**config.mk**
```make
export PLATFORM = sky130hd
export DESIGN_NAME = fnd_scan_mux_flat
export DESIGN_NICKNAME = d
export VERILOG_FILES = /design/src/rtl/fnd_scan_mux_pkg.sv /design/src/rtl/fnd_scan_mux_if.sv /design/src/rtl/fnd_scan_prescaler.sv /design/src/rtl/fnd_scan_mux.sv /design/src/flat_wrapper.sv
export SDC_FILE = /design/constraint.sdc
export NUM_CORES = 1
export LEC_CHECK = 0
export BUFFER_PORTS_ARGS = -buffer_cell sky130_fd_sc_hd__buf_2
export CAP_MARGIN = 20
export CORE_UTILIZATION = 45
export CTS_BUF_LIST = sky130_fd_sc_hd__clkbuf_2 sky130_fd_sc_hd__clkbuf_4 sky130_fd_sc_hd__clkbuf_8
export DETAILED_ROUTE_END_ITERATION = 12
export GPL_ROUTABILITY_DRIVEN = 1
export MAX_ROUTING_LAYER = met4
export PLACE_DENSITY_LB_ADDON = 0.08
export SLEW_MARGIN = 10
export SYNTH_ARGS = -nofsm -noshare
export SYNTH_HDL_FRONTEND = slang
export SYNTH_HIERARCHICAL = 1
export SYNTH_SLANG_ARGS = --single-unit
export TNS_END_PERCENT = 5
```
**constraint.sdc**
```tcl
create_clock -name i_clk -period 3.24 [get_ports i_clk]
set_input_delay 0.324 -clock i_clk [delete_from_list [all_inputs] [get_ports i_clk]]
set_output_delay 0.324 -clock i_clk [all_outputs]
set_load 0.005 [all_outputs]
```
**src/rtl/fnd_scan_mux_pkg.sv**
```systemverilog
// fnd_pkg: shared defaults and constants for the FND digit scan multiplexer.
//   FND_DIGITS_DEF    default number of display digits
//   FND_DATA_W_DEF    default bits per digit code
//   FND_SCAN_DIV_DEF  default clocks per digit slot
//   FND_SEL_OFF       inactive (all-ones) digit-select level, sliced to DIGITS bits
package fnd_pkg;

    localparam int unsigned FND_DIGITS_DEF   = 4;
    localparam int unsigned FND_DATA_W_DEF   = 4;
    localparam int unsigned FND_SCAN_DIV_DEF = 100000;
    localparam int unsigned FND_DIGITS_MAX   = 8;

    localparam logic [FND_DIGITS_MAX-1:0] FND_SEL_OFF = '1;

endpackage

```
**src/rtl/fnd_scan_mux_if.sv**
```systemverilog
// fnd_scan_mux_if: data/control bundle of the FND scan multiplexer.
//   i_digits     packed digit codes, digit k at [k*DATA_W +: DATA_W], digit 0 = units
//   i_dp         decimal point per digit, active-high
//   i_update     one-cycle capture strobe for i_digits/i_dp
//   i_enable     scan enable
//   o_digit_sel  active-low one-hot digit select
//   o_data       code of the selected digit
//   o_dp         decimal point of the selected digit
//   o_scan_idx   current slot index
//   o_frame_done one-cycle pulse when the index wraps to 0
// modport master drives the i_* side, modport slave is the multiplexer.
interface fnd_scan_mux_if #(
    parameter int unsigned DIGITS = 4,
    parameter int unsigned DATA_W = 4
) ();

    localparam int unsigned IDX_W = $clog2(DIGITS);

    logic [DIGITS*DATA_W-1:0] i_digits;
    logic [DIGITS-1:0]        i_dp;
    logic                     i_update;
    logic                     i_enable;
    logic [DIGITS-1:0]        o_digit_sel;
    logic [DATA_W-1:0]        o_data;
    logic                     o_dp;
    logic [IDX_W-1:0]         o_scan_idx;
    logic                     o_frame_done;

    modport master (
        output i_digits, i_dp, i_update, i_enable,
        input  o_digit_sel, o_data, o_dp, o_scan_idx, o_frame_done
    );

    modport slave (
        input  i_digits, i_dp, i_update, i_enable,
        output o_digit_sel, o_data, o_dp, o_scan_idx, o_frame_done
    );

endinterface

```
**src/rtl/fnd_scan_prescaler.sv**
```systemverilog
// fnd_scan_prescaler: slot-rate prescaler for the FND scan multiplexer.
//   clk     rising-edge clock
//   rst_n   asynchronous active-low reset
//   enable  count enable; low holds the count at 0
//   tick    high during the cycle the count holds SCAN_DIV-1
module fnd_scan_prescaler #(
    parameter int unsigned SCAN_DIV = 4
) (
    input  logic clk,
    input  logic rst_n,
    input  logic enable,
    output logic tick
);

    localparam int unsigned           CNT_W   = $clog2(SCAN_DIV);
    localparam logic [CNT_W-1:0]      CNT_MAX = CNT_W'(SCAN_DIV - 1);

    logic [CNT_W-1:0] cnt_q, cnt_d;

    assign tick = enable && (cnt_q == CNT_MAX);

    always_comb begin
        cnt_d = cnt_q;
        if (!enable || tick) begin
            cnt_d = '0;
        end else begin
            cnt_d = cnt_q + 1'b1;
        end
    end

    always_ff @(posedge clk or negedge rst_n) begin
        if (!rst_n) begin
            cnt_q <= '0;
        end else begin
            cnt_q <= cnt_d;
        end
    end

endmodule

```
**src/rtl/fnd_scan_mux.sv**
```systemverilog
// fnd_scan_mux: time-multiplexed FND digit scanner with frame-synchronous update.
//   i_clk      rising-edge clock
//   i_reset_n  asynchronous active-low reset
//   bus        fnd_scan_mux_if.slave (digit codes, dp, update, enable in; select/data out)
// Build option: define FND_LEADING_ZERO_BLANK_EN to blank leading-zero digits (digit 0 never).
module fnd_scan_mux
    import fnd_pkg::*;
#(
    parameter int unsigned DIGITS   = FND_DIGITS_DEF,
    parameter int unsigned DATA_W   = FND_DATA_W_DEF,
    parameter int unsigned SCAN_DIV = FND_SCAN_DIV_DEF
) (
    input logic           i_clk,
    input logic           i_reset_n,
    fnd_scan_mux_if.slave bus
);

    localparam int unsigned      IDX_W    = $clog2(DIGITS);
    localparam logic [IDX_W-1:0] IDX_LAST = IDX_W'(DIGITS - 1);
    localparam logic [DIGITS-1:0] SEL_OFF = FND_SEL_OFF[DIGITS-1:0];

    logic tick;
    logic wrap;

    logic [IDX_W-1:0]         idx_q, idx_d;
    logic [DIGITS*DATA_W-1:0] pend_dig_q, pend_dig_d;
    logic [DIGITS-1:0]        pend_dp_q, pend_dp_d;
    logic [DIGITS*DATA_W-1:0] disp_dig_q, disp_dig_d;
    logic [DIGITS-1:0]        disp_dp_q, disp_dp_d;

    logic [DIGITS-1:0] sel_q, sel_d;
    logic [DATA_W-1:0] data_q, data_d;
    logic              dp_q, dp_d;
    logic              fd_q;
    logic [DIGITS-1:0] blank_vec;

    fnd_scan_prescaler #(
        .SCAN_DIV (SCAN_DIV)
    ) u_prescaler (
        .clk    (i_clk),
        .rst_n  (i_reset_n),
        .enable (bus.i_enable),
        .tick   (tick)
    );

    always_comb begin
        wrap = tick && (idx_q == IDX_LAST);

        idx_d = idx_q;
        if (tick) begin
            idx_d = wrap ? '0 : idx_q + 1'b1;
        end

        pend_dig_d = pend_dig_q;
        pend_dp_d  = pend_dp_q;
        if (bus.i_update) begin
            pend_dig_d = bus.i_digits;
            pend_dp_d  = bus.i_dp;
        end

        // Commit via pend_*_d so an update on the wrap tick lands in this frame.
        disp_dig_d = disp_dig_q;
        disp_dp_d  = disp_dp_q;
        if (wrap) begin
            disp_dig_d = pend_dig_d;
            disp_dp_d  = pend_dp_d;
        end
    end

`ifdef FND_LEADING_ZERO_BLANK_EN
    // blank_vec[k]: digit k and every higher digit are zero.
    always_comb begin
        logic higher_zero;
        higher_zero = 1'b1;
        blank_vec   = '0;
        for (int k = DIGITS - 1; k >= 1; k--) begin
            higher_zero  = higher_zero && (disp_dig_d[k*DATA_W +: DATA_W] == '0);
            blank_vec[k] = higher_zero;
        end
    end
`else
    assign blank_vec = '0;
`endif

    // Outputs are registered from next-state so they move with the index.
    always_comb begin
        data_d = disp_dig_d[idx_d*DATA_W +: DATA_W];
        dp_d   = disp_dp_d[idx_d];
        sel_d  = SEL_OFF;
        if (bus.i_enable && !blank_vec[idx_d]) begin
            sel_d[idx_d] = 1'b0;
        end
    end

    always_ff @(posedge i_clk or negedge i_reset_n) begin
        if (!i_reset_n) begin
            idx_q      <= '0;
            pend_dig_q <= '0;
            pend_dp_q  <= '0;
            disp_dig_q <= '0;
            disp_dp_q  <= '0;
            sel_q      <= SEL_OFF;
            data_q     <= '0;
            dp_q       <= 1'b0;
            fd_q       <= 1'b0;
        end else begin
            idx_q      <= idx_d;
            pend_dig_q <= pend_dig_d;
            pend_dp_q  <= pend_dp_d;
            disp_dig_q <= disp_dig_d;
            disp_dp_q  <= disp_dp_d;
            sel_q      <= sel_d;
            data_q     <= data_d;
            dp_q       <= dp_d;
            fd_q       <= wrap;
        end
    end

    assign bus.o_digit_sel  = sel_q;
    assign bus.o_data       = data_q;
    assign bus.o_dp         = dp_q;
    assign bus.o_scan_idx   = idx_q;
    assign bus.o_frame_done = fd_q;

endmodule

```
**src/flat_wrapper.sv**
```systemverilog
// flat-port wrapper written by rule: the top's interface ports become plain ports
module fnd_scan_mux_flat import fnd_pkg::*;
#(
    parameter int unsigned DIGITS   = FND_DIGITS_DEF,
    parameter int unsigned DATA_W   = FND_DATA_W_DEF,
    parameter int unsigned SCAN_DIV = FND_SCAN_DIV_DEF
)
  (i_clk, i_reset_n, bus_i_digits, bus_i_dp, bus_i_update, bus_i_enable, bus_o_digit_sel, bus_o_data, bus_o_dp, bus_o_scan_idx, bus_o_frame_done);
  fnd_scan_mux_if #(.DIGITS(DIGITS), .DATA_W(DATA_W)) bus_i ();
  input logic i_clk;
  input logic i_reset_n;
  input wire logic [$bits(bus_i.i_digits)-1:0] bus_i_digits;
  input wire logic [$bits(bus_i.i_dp)-1:0] bus_i_dp;
  input wire logic [$bits(bus_i.i_update)-1:0] bus_i_update;
  input wire logic [$bits(bus_i.i_enable)-1:0] bus_i_enable;
  output wire logic [$bits(bus_i.o_digit_sel)-1:0] bus_o_digit_sel;
  output wire logic [$bits(bus_i.o_data)-1:0] bus_o_data;
  output wire logic [$bits(bus_i.o_dp)-1:0] bus_o_dp;
  output wire logic [$bits(bus_i.o_scan_idx)-1:0] bus_o_scan_idx;
  output wire logic [$bits(bus_i.o_frame_done)-1:0] bus_o_frame_done;
  assign bus_i.i_digits = bus_i_digits;
  assign bus_i.i_dp = bus_i_dp;
  assign bus_i.i_update = bus_i_update;
  assign bus_i.i_enable = bus_i_enable;
  assign bus_o_digit_sel = bus_i.o_digit_sel;
  assign bus_o_data = bus_i.o_data;
  assign bus_o_dp = bus_i.o_dp;
  assign bus_o_scan_idx = bus_i.o_scan_idx;
  assign bus_o_frame_done = bus_i.o_frame_done;
  fnd_scan_mux #(.DIGITS(DIGITS), .DATA_W(DATA_W), .SCAN_DIV(SCAN_DIV)) u_core (.i_clk(i_clk), .i_reset_n(i_reset_n), .bus(bus_i));
endmodule
```
==> reports/qor_table.md <==
| Result | Value | Unit |
| --- | --- | --- |
| Depth of the most critical reg-to-reg path | 7 | - |
| R2R setup slack | 0.56 | ns |
| Quantity of I/O buffers inserted on ports | 35 | - |
| Warning count from the yosys run | 6 | - |
| Startpoint type of the worst setup path | register | - |
| Outcome | complete, no violations | - |
| Die ar. | 7380 | sq um |
| Half-perimeter wire length after detailed placement | 3840 | um |
| Data required time at the worst endpoint | 3.48 | ns |
| Number of enable flip-flop cells after synthesis | 0 | - |
| Family of cells with the greatest summed delay on the critical path | simple AND/OR/NAND/NOR gates | - |
| Cell type with the highest aggregate area in the netlist | dfrtp_1 | - |
| Sum of overflow across all layers after global routing | 0 | - |
| Antenna diodes | 0 | - |
| Latest clock arrival within the worst-skew pair | 0.35 | ns |
| Number of rows created at floorplan | 30 | - |
| Post-synth top area share | 51.4 | % |
| Multi-input gate area in the final layout | 1260 | sq um |
| Largest cells by area after synthesis | dfrtp_1, mux2_2, mux2i_1 | - |
| Fraction of final layout cells sized beyond drive strength 1 | 27.7 | % |
| Register area | 1730 | sq um |
| Number of pins exceeding their max-slew limit in the final report | 0 | - |
| Delay of the slowest critical-path stage | 0.62 | ns |
| Crit Reg-Reg Endpoint | u_core/disp_dig_q[15] | - |
| Max cap viols | 0 | - |
| Pin count of the biggest net entering global routing | 70 | - |
| Setup repair after global routing missed its margin | no | - |
| Number of placed cells counting well taps | 389 | - |
| Via count of the routed design | 2057 | - |
| Async set-or-reset flop fraction in the synthesized netlist | 100 | % |
| Reg2reg start | u_core/u_prescaler/cnt_q[0] | - |
| DRC violations left | 0 | - |
| Top_reg_cell synth | dfrtp_1 | - |
| Instance count of the mapped netlist | 266 | - |
| Critical Path Sink Type | register | - |
| CP arrival | 2.92 | ns |
| Clock-pin slew of the registers on the worst-case setup and hold paths | 0.07 | ns |
| Type of the tightest min-delay check | input pin to register | - |
| Number of H-tree branching levels | 3 | - |
| Seq/Total Area, Yosys | 54.7 | % |
| Weighted congestion at the end of routability-driven global placement | 0.824 | - |
| CP max stage cell | or4_4 | - |
| Residual antenna-violating net count after detailed routing | 0 | - |
| Horizontal die dimension | 85.9 | um |
| Mean instance size in the synthesized netlist | 11.9 | sq um |
| Max Buffers Root-to-Sink | 2 | - |
| Setup bufs post-CTS | 0 | - |
| #FFs+latches synth | 69 | - |
| Number of clock sinks | 69 | - |
| Final cell count without fillers | 406 | - |
| Final-layout setup total negative slack | 0 | ns |
| Total of endpoints with negative setup slack in the final report | 0 | - |
| Max_slew headroom | 60.1 | % |
| Actual transition at the worst max-transition pin | 0.598 | ns |
| GRT Resource Usage Total | 18.6 | % |
| Final count of hold timing violations | 0 | - |
| Starting utilization of the core area | 46.6 | % |
| Highest clock rate | 373 | MHz |
| Synthesized cell area | 3170 | sq um |
| Leakage power | 1.65 | nW |
| Number of global-route vias before repair | 2060 | - |
| Final Net Count | 331 | - |
| Syn_nets | 292 | - |
| Most frequent cells in the layout | dfrtp_1, buf_2, nor2_1, mux2i_1, inv_1 | - |
| Total length of routed wires | 5910 | um |
| Terminating pin of the worst hold path | u_core/pend_dig_q[12] | - |
| Die H | 85.9 | um |
| Critical-path cell list | ha_1 -> nand4_1 -> or4_4 -> nor2_1 -> buf_4 -> and2_4 -> mux2_2 | - |
| CTS tree | yes | - |
| Core Area | 6790 | sq um |
| Router iterations before antenna repair | 4 | - |
| Worst clock skew on the final layout | 0.00833 | ns |
| Launch point of the worst hold path | bus_i_digits[12] | - |
| CP Class | register to register | - |
| Maximum fanout along the worst path | 34 | - |
| Min-Delay Path Depth | 2 | - |
| Vias/cell | 5.07 | - |
| Antenna violations before repair | 0 | - |
| TritonCTS buffer count | 9 | - |
| IR drop worst, VDD | 0.000205 | V |
| Area growth, synth to finish | 14.2 | % |
| Filler Cells Inserted | 618 | - |
| Number of buffers and inverters on the critical path | 1 | - |
| First-iteration detailed-routing DRC count | 71 | - |
| Final hold slack | 0.215 | ns |
| WL/cell | 14.6 | um |
| Core Util, Final | 53.2 | % |
| Global-route wire length before repair | 10100 | um |
| Library cell used as clock root buffer | clkbuf_8 | - |
| Part of the cycle the worst path needs | 82.7 | % |
| Pwr dens | 500 | nW/um^2 |
| Number of library cell types mapped by synthesis | 41 | - |
| Number of placed I/O pins | 36 | - |
| Final Critical Period | 2.68 | ns |
| Most common cell after layout, fill and taps aside | dfrtp_1 | - |
-- cell families (layout without fill, tap and decap cells) --
| group | count (synthesis) | count (layout) | share of synthesized area [%] |
|---|---|---|---|
| AOI/OAI and AO/OA | 33 | 33 | 7.03 |
| muxes | 41 | 41 | 14.7 |
| xor gates and xnor gates | 15 | 15 | 4.15 |
| adders and majority gates | 2 | 2 | 0.790 |
| and+or+nand+nor | 79 | 79 | 13.0 |
| buffers and inverters | 27 | 71 | 5.65 |
| DFF | 69 | 69 | 54.7 |
-- report_power, final --
part,switching (mW),internal [mW],total [mW]
clock,0.331,0.453,0.784
sequential,0.0105,0.894,0.905
combinational,0.0663,0.0522,0.118
total,0.408,1.40,1.81
-- area by class of cell --
type	count	area share (%)
repair buffers	40	6.30
multi-input cells	170	34.7
flip-flops and latches	69	47.9
clock buffers	10	3.81
clock inverters	6	2.39
well taps	96	3.32
inverters	15	1.56
-- per-layer routing --
layer / up-vias / wire length, um / global-route usage, %
met5: - / 0 / -
met4: 0 / 112 / 9.09
met3: 11 / 216 / 3.75
met2: 44 / 2610 / 26.4
met1: 992 / 2970 / 25.6
li1: 1010 / - / -
-- cell usage after synthesis, types with 2 or more instances --
master    count
mux2_2       14
a31oi_1       2
nor2_1       33
buf_6         5
nand2b_1      4
buf_12        2
nand3_1       7
xnor2_1      14
buf_2         3
o21ai_1       4
dfstp_2       4
inv_1        15
mux2_1        6
nor4_1        5
dfrtp_1      65
nor2b_1       3
nor3_1        5
a32oi_1       4
nand4_1       5
nor3b_1       2
mux2i_1      15
o221ai_1      4
mux2_4        6
ha_1          2
nand2_1       8
a21oi_1      14
-- worst max-delay path by stage --
stage | start | to | depth (start not counted)
after floorplan | u_core/u_prescaler/cnt_q[12] | u_core/disp_dig_q[11] | 8
after global placement | u_core/u_prescaler/cnt_q[0] | u_core/disp_dig_q[14] | 7
after detailed placement | u_core/u_prescaler/cnt_q[0] | u_core/disp_dig_q[14] | 7
after CTS | u_core/u_prescaler/cnt_q[0] | u_core/disp_dp_q[2] | 7
after global routing | u_core/u_prescaler/cnt_q[0] | u_core/bus.o_data[1] | 9
final | u_core/u_prescaler/cnt_q[0] | u_core/disp_dig_q[15] | 7
-- repair_timing --
action                                 in CTS  in global routing
resized for setup                           0                  0
hold buffers                                1                  0
endpoints found under the hold margin       2                  0
-- stage by stage --
step	total power, mW	setup slack [ns]	cell area (sq um)
after floorplan	0.991	0.793	3170
after global placement	1.04	0.661	3380
after detailed placement	1.04	0.589	3380
after CTS	1.84	0.569	3620
after global routing	1.88	0.362	3620
final	1.81	0.559	3620
-- registers in the layout, summed over array words and instances (netlist names) --
register,flops
u_core/bus.o_digit_sel,4
u_core/bus.o_frame_done,1
u_core/disp_dp_q,4
u_core/bus.o_dp,1
u_core/u_prescaler/cnt_q,17
u_core/bus.o_data,4
u_core/pend_dp_q,4
u_core/pend_dig_q,16
u_core/disp_dig_q,16
u_core/bus.o_scan_idx,2
Power figures use the tool's default switching activity.
